--- src/rtl/mult.sv ---
// Sequential radix-2 shift-add multiplier producing a 2*WIDTH-bit product.
// Signed operands are multiplied as magnitudes and the result negated in FIX.
module mult #(
    parameter int WIDTH = 32
) (
    input  logic             clk,
    input  logic             reset,
    input  logic             ena,
    input  logic             is_signed,
    input  logic [WIDTH-1:0] a,
    input  logic [WIDTH-1:0] b,
    output logic [WIDTH-1:0] hi,
    output logic [WIDTH-1:0] lo,
    output logic             busy,
    output logic             done
);

    localparam int CW = $clog2(WIDTH + 1);

    typedef enum logic [1:0] {
        IDLE = 2'd0,
        CALC = 2'd1,
        FIX  = 2'd2
    } state_t;

    state_t               state_q, state_d;
    logic [CW-1:0]        cnt_q, cnt_d;
    logic [2*WIDTH-1:0]   acc_q, acc_d;
    logic [2*WIDTH-1:0]   mcand_q, mcand_d;
    logic [WIDTH-1:0]     mplier_q, mplier_d;
    logic                 neg_q, neg_d;
    logic [WIDTH-1:0]     hi_q, hi_d;
    logic [WIDTH-1:0]     lo_q, lo_d;
    logic                 done_q, done_d;

    logic [WIDTH-1:0]     mag_a;
    logic [WIDTH-1:0]     mag_b;
    logic [2*WIDTH-1:0]   result;

    // Negating the most negative value wraps back to itself, which is
    // exactly its unsigned magnitude.
    assign mag_a  = (is_signed && a[WIDTH-1]) ? -a : a;
    assign mag_b  = (is_signed && b[WIDTH-1]) ? -b : b;
    assign result = neg_q ? -acc_q : acc_q;

    always_comb begin
        state_d  = state_q;
        cnt_d    = cnt_q;
        acc_d    = acc_q;
        mcand_d  = mcand_q;
        mplier_d = mplier_q;
        neg_d    = neg_q;
        hi_d     = hi_q;
        lo_d     = lo_q;
        done_d   = 1'b0;
        unique case (state_q)
            IDLE: begin
                if (ena) begin
                    neg_d    = (a[WIDTH-1] ^ b[WIDTH-1]) & is_signed;
                    mcand_d  = {{WIDTH{1'b0}}, mag_a};
                    mplier_d = mag_b;
                    acc_d    = '0;
                    cnt_d    = '0;
                    state_d  = CALC;
                end
            end
            CALC: begin
                if (mplier_q[0]) begin
                    acc_d = acc_q + mcand_q;
                end
                mcand_d  = mcand_q << 1;
                mplier_d = mplier_q >> 1;
                cnt_d    = cnt_q + CW'(1);
                if (cnt_q == CW'(WIDTH - 1)) begin
                    state_d = FIX;
                end
            end
            FIX: begin
                {hi_d, lo_d} = result;
                done_d       = 1'b1;
                state_d      = IDLE;
            end
            default: begin
                state_d = IDLE;
            end
        endcase
    end

    always_ff @(posedge clk) begin
        if (!reset) begin
            state_q  <= IDLE;
            cnt_q    <= '0;
            acc_q    <= '0;
            mcand_q  <= '0;
            mplier_q <= '0;
            neg_q    <= 1'b0;
            hi_q     <= '0;
            lo_q     <= '0;
            done_q   <= 1'b0;
        end else begin
            state_q  <= state_d;
            cnt_q    <= cnt_d;
            acc_q    <= acc_d;
            mcand_q  <= mcand_d;
            mplier_q <= mplier_d;
            neg_q    <= neg_d;
            hi_q     <= hi_d;
            lo_q     <= lo_d;
            done_q   <= done_d;
        end
    end

    assign hi   = hi_q;
    assign lo   = lo_q;
    assign done = done_q;
    assign busy = (state_q != IDLE);

endmodule

--- config.mk ---
export PLATFORM = sky130hd
export DESIGN_NAME = mult
export DESIGN_NICKNAME = d
export VERILOG_FILES = /design/src/rtl/mult.sv
export SDC_FILE = /design/constraint.sdc
export NUM_CORES = 1
export LEC_CHECK = 0
export ABC_AREA = 1
export ABC_CLOCK_PERIOD_IN_PS = 2700
export CAP_MARGIN = 20
export CORE_ASPECT_RATIO = 1.2
export CORE_MARGIN = 4
export CORE_UTILIZATION = 30
export DETAILED_ROUTE_END_ITERATION = 12
export PLACE_DENSITY = 0.43
export SLEW_MARGIN = 15
export SYNTH_ARGS = -nofsm -noshare
export SYNTH_HDL_FRONTEND = slang
export SYNTH_SLANG_ARGS = --single-unit
--- constraint.sdc ---
create_clock -name clk -period 2.7 [get_ports clk]
set_clock_uncertainty 0.15 [all_clocks]
set_input_delay 0.54 -clock clk [delete_from_list [all_inputs] [get_ports clk]]
set_output_delay 0.54 -clock clk [all_outputs]
set_load 0.05 [all_outputs]
## Word-level counts from Yosys, hierarchy flattened

Index checks and enable logic that the tools add are counted.

| cells by class | value |
|---|---|
| mux-type cells | 16 |
| reduce and logical (&&, ||, !) cells | 9 |
| multiply operators | 0 |
| $add $sub $neg | 5 |
| divide/modulo/power cells | 0 |
| shift-type cells | 0 |
| equal/unequal tests | 6 |
| order comparisons | 0 |
| bitwise operators | 2 |

Operator list:

| cell | count |
|---|---|
| $mux W64 | 4 |
| $pmux W64 S2 | 2 |
| $mux W32 | 3 |
| $add A64 B64 Y64 | 1 |
| $neg A32 Y32 | 2 |
| $neg A64 Y64 | 1 |
| $pmux W32 S2 | 1 |
| $pmux W6 S2 | 1 |
| $add A6 B1 Y6 const B | 1 |
| $eq A6 B5 Y1 const B | 1 |
| $mux W6 | 1 |
| $ne A2 B2 Y1 const B | 3 |
| $reduce_and A2 Y1 | 3 |
| $mux W2 | 2 |
| $pmux W2 S2 | 1 |
| $reduce_bool A2 Y1 | 2 |
| $reduce_and A3 Y1 | 1 |
| $eq A2 B1 Y1 const B | 1 |
| $eq A2 B2 Y1 const B | 1 |
| $logic_and A1 B1 Y1 | 2 |
| $logic_not A2 Y1 | 1 |
| $and A1 B1 Y1 | 1 |
| $mux W1 | 1 |
| $xor A1 B1 Y1 | 1 |

| storage, ports and cells | value |
|---|---|
| word-level logic and storage cells | 47 |
| latch bits | 0 |
| bits in registers | 234 |
| memories | 0 |
| bits in read-only memories | 0 |
| output and inout bits | 66 |
| memory bits (writable) | 0 |

## Logic depth before layout (Yosys ltp)

| depth | value |
|---|---|
| depth after elaboration | 4 |
| mapped depth | 16 |
| depth with buffers taken out | 16 |

## Least setup slack after synthesis

OpenSTA, ideal clock, no wires.

| timing | value |
|---|---|
| path kind | reg2reg |
| start point | register acc_q[0] |
| end point | register acc_q[48] |
| arrival | 1.775 ns |
| path buffers | 0 |
| setup slack | 0.642 ns |
| data required time | 2.418 ns |
| cell stages (with the launch flop) | 16 |
| library setup time | 0.132 ns |
| cells stage by stage | dfxtp_1 > ha_1 > inv_1 > fa_1 > inv_1 > nand3_1 > nand2_1 > nand2_1 > nand2_1 > nand2_1 > nand2_1 > nand3_1 > nand3_1 > nand2_1 > nand3_1 > a21oi_1 |

| between the ends | value |
|---|---|
| cells in the longest elaborated chain, start to end | 3 |

Ends and longest elaborated chain:

| element | RTL line | text |
|---|---|---|
| start: declaration | 28 | `logic [2*WIDTH-1:0] acc_q, acc_d;` |
| start signal: assignment | 93 | `acc_q <= '0;` |
| start signal: assignment | 103 | `acc_q <= acc_d;` |
| $add A64 B64 Y64 | 69 | `acc_d = acc_q + mcand_q;` |
| $mux W64 | 68 | `if (mplier_q[0]) begin` |
| $pmux W64 S2 | 56 | `unique case (state_q)` |

Every way passes these cells. The select of a mux whose other input is x is not followed.
A chain may end at the register's enable or synchronous reset.

## Worst setup path after layout

| timing | value |
|---|---|
| start point | register lo_q[1], in the netlist lo[1] |
| end point | output lo[1] |

RTL lines:

| element | RTL line | text |
|---|---|---|
| start: declaration | 33 | `logic [WIDTH-1:0] lo_q, lo_d;` |
| start signal: assignment | 108 | `lo_q <= lo_d;` |
| end: declaration | 13 | `output logic [WIDTH-1:0] lo,` |

No word-level cell between the ends.

==> out/metrics.yaml <==
pwr:
  power_density_nw_per_um2: 444
  p_leak_nw: 11.3
  ir_drop_v: 0.000441
setup_path:
  critPathMaxStageDelay_ns: 0.84
  worst_setup_path_startpoint: "lo[1]"
  r2r_path_start: "acc_q[3]"
  critical-path-top-delay-family: "buffers and inverters"
  regToRegSetupSlack_ns: 0.18
  worst_ep_required_time_ns: 2.01
  worst-r2r-cell-count: 12
  worst_setup_path_end_kind: "output pin"
  timing.critical_path.slowest_stage_cell: "sky130_fd_sc_hd__clkdlybuf4s50_1"
  path_max_fanout: 2
  worst-path-buf-inv: 1
  cp.arrival_ns: 1.84
  timing.critical_path.cells: "clkdlybuf4s50_1"
  critical_path_source_type: "flip-flop"
  path_class: "reg -> out"
  r2r-end: "acc_q[43]"
clock_tree:
  cts_htree_levels: 1
  clkTransAtPathRegs_ns: 0.06
  clk_path_buf_depth: 3
  ctsHoldBuffers: 0
  cts-root-buf: "sky130_fd_sc_hd__clkbuf_16"
  sinks_on_clock_net: 234
  clk_latency_ns: 0.62
  tritoncts: "built"
  number_of_buffers_inserted_by_post_cts_setup_repair: 0
  cts_made_buffers: 30
drt:
  dr_total_vias: 19827
  remaining_drc_errors: 0
  detail_route.wl_per_cell_um: 18.0
  vias_per_cell: 4.81
  drt_iter0_drc: 1273
  total_wirelength_mm: 74.4
  drt_pre_antenna_iters: 5
  antenna_violating_nets_post_route: 0
floorplanning:
  die_width_um: 232
  chipHeight_um: 276
  floorplan.core_area_um2: 59500
  dieArea_um2: 63900
  design.portCount: 134
  num_rows: 98
  initial_utilization: 0.302
global_routing:
  grt_overflow_total: 0
  grt_start_max_net_pins: 83
  grt_pass1_vias: 19548
  grt_antenna_before_repair: 0
  wire_length_of_the_first_global_routing_pass_mm: 114
  grt.total_usage: 0.226
finish:
  syn2layout_area_growth_pct: 23.9
  layout_cell_share_with_drive_strength_beyond_1: 0.0875
  layout.cell_area.non_filler_um2: 22300
  num_antenna_cells: 0
  layout.nets: 3441
synth:
  syn_avg_cell_area_um2: 5.82
  yosysWarnings: 0
  async_reset_ff_frac: 0
  ys_ff_latch: 234
  synth.yosys.seq_area_share: 0.260
  yosysMostFrequentCell: "sky130_fd_sc_hd__nand2_1"
  synth.net_count: 3225
  synth_top_cell_area_share: 0.260
  yosys_most_used_dff: "sky130_fd_sc_hd__dfxtp_1"
  synthesis.area_um2: 18000
  yosys-top-cells-area: "sky130_fd_sc_hd__dfxtp_1, sky130_fd_sc_hd__nand2_1, sky130_fd_sc_hd__inv_1"
  yosys.area.top_type: "sky130_fd_sc_hd__dfxtp_1"
  synth_enable_flop_cells: 0
  syn-instance-count: 3089
  yosys.cell_types.count: 59
  synth.top_cells.by_count: "sky130_fd_sc_hd__nand2_1, sky130_fd_sc_hd__inv_1, sky130_fd_sc_hd__nor2_1"
flow_run:
  drv_cap: 0
timing:
  relSlewSlack: 0.556
  max_freq_mhz: 395
  worst_pin_slew_ns: 0.665
  post-route-min-period_ns: 2.53
  report.final.hold_viol_count: 0
  final_max_slew_viol_count: 0
  fin_crit_sh: 0.937
  unrepaired_setup_endpoints_after_global_routing: "no"
  setup_viol: 0
  fin_tns_setup_ns: 0
placed_design:
  routabilityCongestion: 0.942
  postPlaceCellArea_um2: 21100
  place.detailed.hpwl_mm: 59.8
  io_buffers: 133
worst_hold_path:
  worst_hold_startpoint: "reset"
  worst_case_hold_path_end_point: "lo[1]"
  worstHoldPathType: "in -> reg"
  hold_path_depth: 3
status:
  status: "finished clean"
==> layout by cell type, fill, tap and decap left out, types with 17 or more instances in the layout <==
cell type / netlist / final
sky130_fd_sc_hd__o21ai_1: 25 / 25
sky130_fd_sc_hd__nor3_1: 31 / 31
sky130_fd_sc_hd__nand2_1: 927 / 926
sky130_fd_sc_hd__nand3_1: 206 / 205
sky130_fd_sc_hd__o21ai_0: 153 / 153
sky130_fd_sc_hd__xor2_1: 28 / 28
sky130_fd_sc_hd__buf_4: 3 / 131
sky130_fd_sc_hd__nand4_1: 36 / 36
sky130_fd_sc_hd__or2_2: 31 / 31
sky130_fd_sc_hd__dfxtp_1: 234 / 232
sky130_fd_sc_hd__clkbuf_16: 0 / 30
sky130_fd_sc_hd__o221ai_1: 31 / 31
sky130_fd_sc_hd__nor2_1: 320 / 314
sky130_fd_sc_hd__ha_1: 67 / 65
sky130_fd_sc_hd__a21oi_1: 206 / 206
sky130_fd_sc_hd__inv_1: 530 / 530
sky130_fd_sc_hd__o2111ai_1: 17 / 17
sky130_fd_sc_hd__clkdlybuf4s50_1: 0 / 131
==> cell families (layout without fill, tap and decap cells) <==
family,after synthesis,in the layout,synth area share
buffers and inverters,631,868,0.134
XOR/XNOR,34,34,0.0166
AND/OR/NAND/NOR,1613,1613,0.377
adder cells (fa/ha/maj),68,68,0.0477
flip-flops,234,234,0.260
AO/OA/AOI/OAI,509,509,0.165
==> layer usage <==
layer	track usage	routed length (um)	share of wire
met1	0.267	30500	0.41
met2	0.405	37000	0.50
met3	0.0235	2780	0.037
met4	0.109	4150	0.056
met5	0	0	0
==> per-stage QoR <==
stage	util	cells	hold slack, ns	worst slack (ns)	total power [mW]
5_1_grt	0.375	4126	0.155	0.00440	10.3
3_5_place_dp	0.356	4073	0.304	0.0352	5.35
4_1_cts	0.374	4126	0.127	0.0990	10.0
2_1_floorplan	-	3089	0.281	0.642	4.67
6_report	0.375	4126	0.161	0.169	9.90
3_3_place_gp	0.356	4073	0.298	0.0393	5.34
==> power breakdown <==
group	total, mW	switching (mW)	internal, mW
Combinational	1.61	1.04	0.575
Sequential	3.67	0.0953	3.57
Clock	4.63	1.76	2.87
Total	9.90	2.90	7.01
==> how the worst max path moves through the flow <==
stage / endpoint / slack, ns / depth (start not counted)
global placement: mplier_q[28] / 0.04 / 13
floorplan: acc_q[48] / 0.64 / 15
detailed placement: mcand_q[29] / 0.04 / 11
finish: lo[1] / 0.17 / 1
CTS: acc_q[54] / 0.1 / 12
global route: acc_q[61] / 0.004 / 14
==> timing repair <==
| action | CTS | global route |
|---|---|---|
| gates cloned | 0 | 0 |
| endpoints found under the setup margin | 1 | 9 |
| gates resized for setup | 1 | 10 |
==> final cells by class <==
type,instances,area [um2]
flip-flops and latches,234,4690
inverters,541,2030
fillers,6637,37200
repair buffers,274,2520
clock buffers,40,848
well taps,800,1000
clock inverters,13,269
multi-input cells,2224,10900
==> flip-flops by register name (all words and copies together), names as in the netlist, 2 cells and up <==
name	count
acc_q	64
cnt_q	6
hi	32
lo	32
mcand_q	64
mplier_q	32
state_q	2
(Power assumes the default switching activity.)
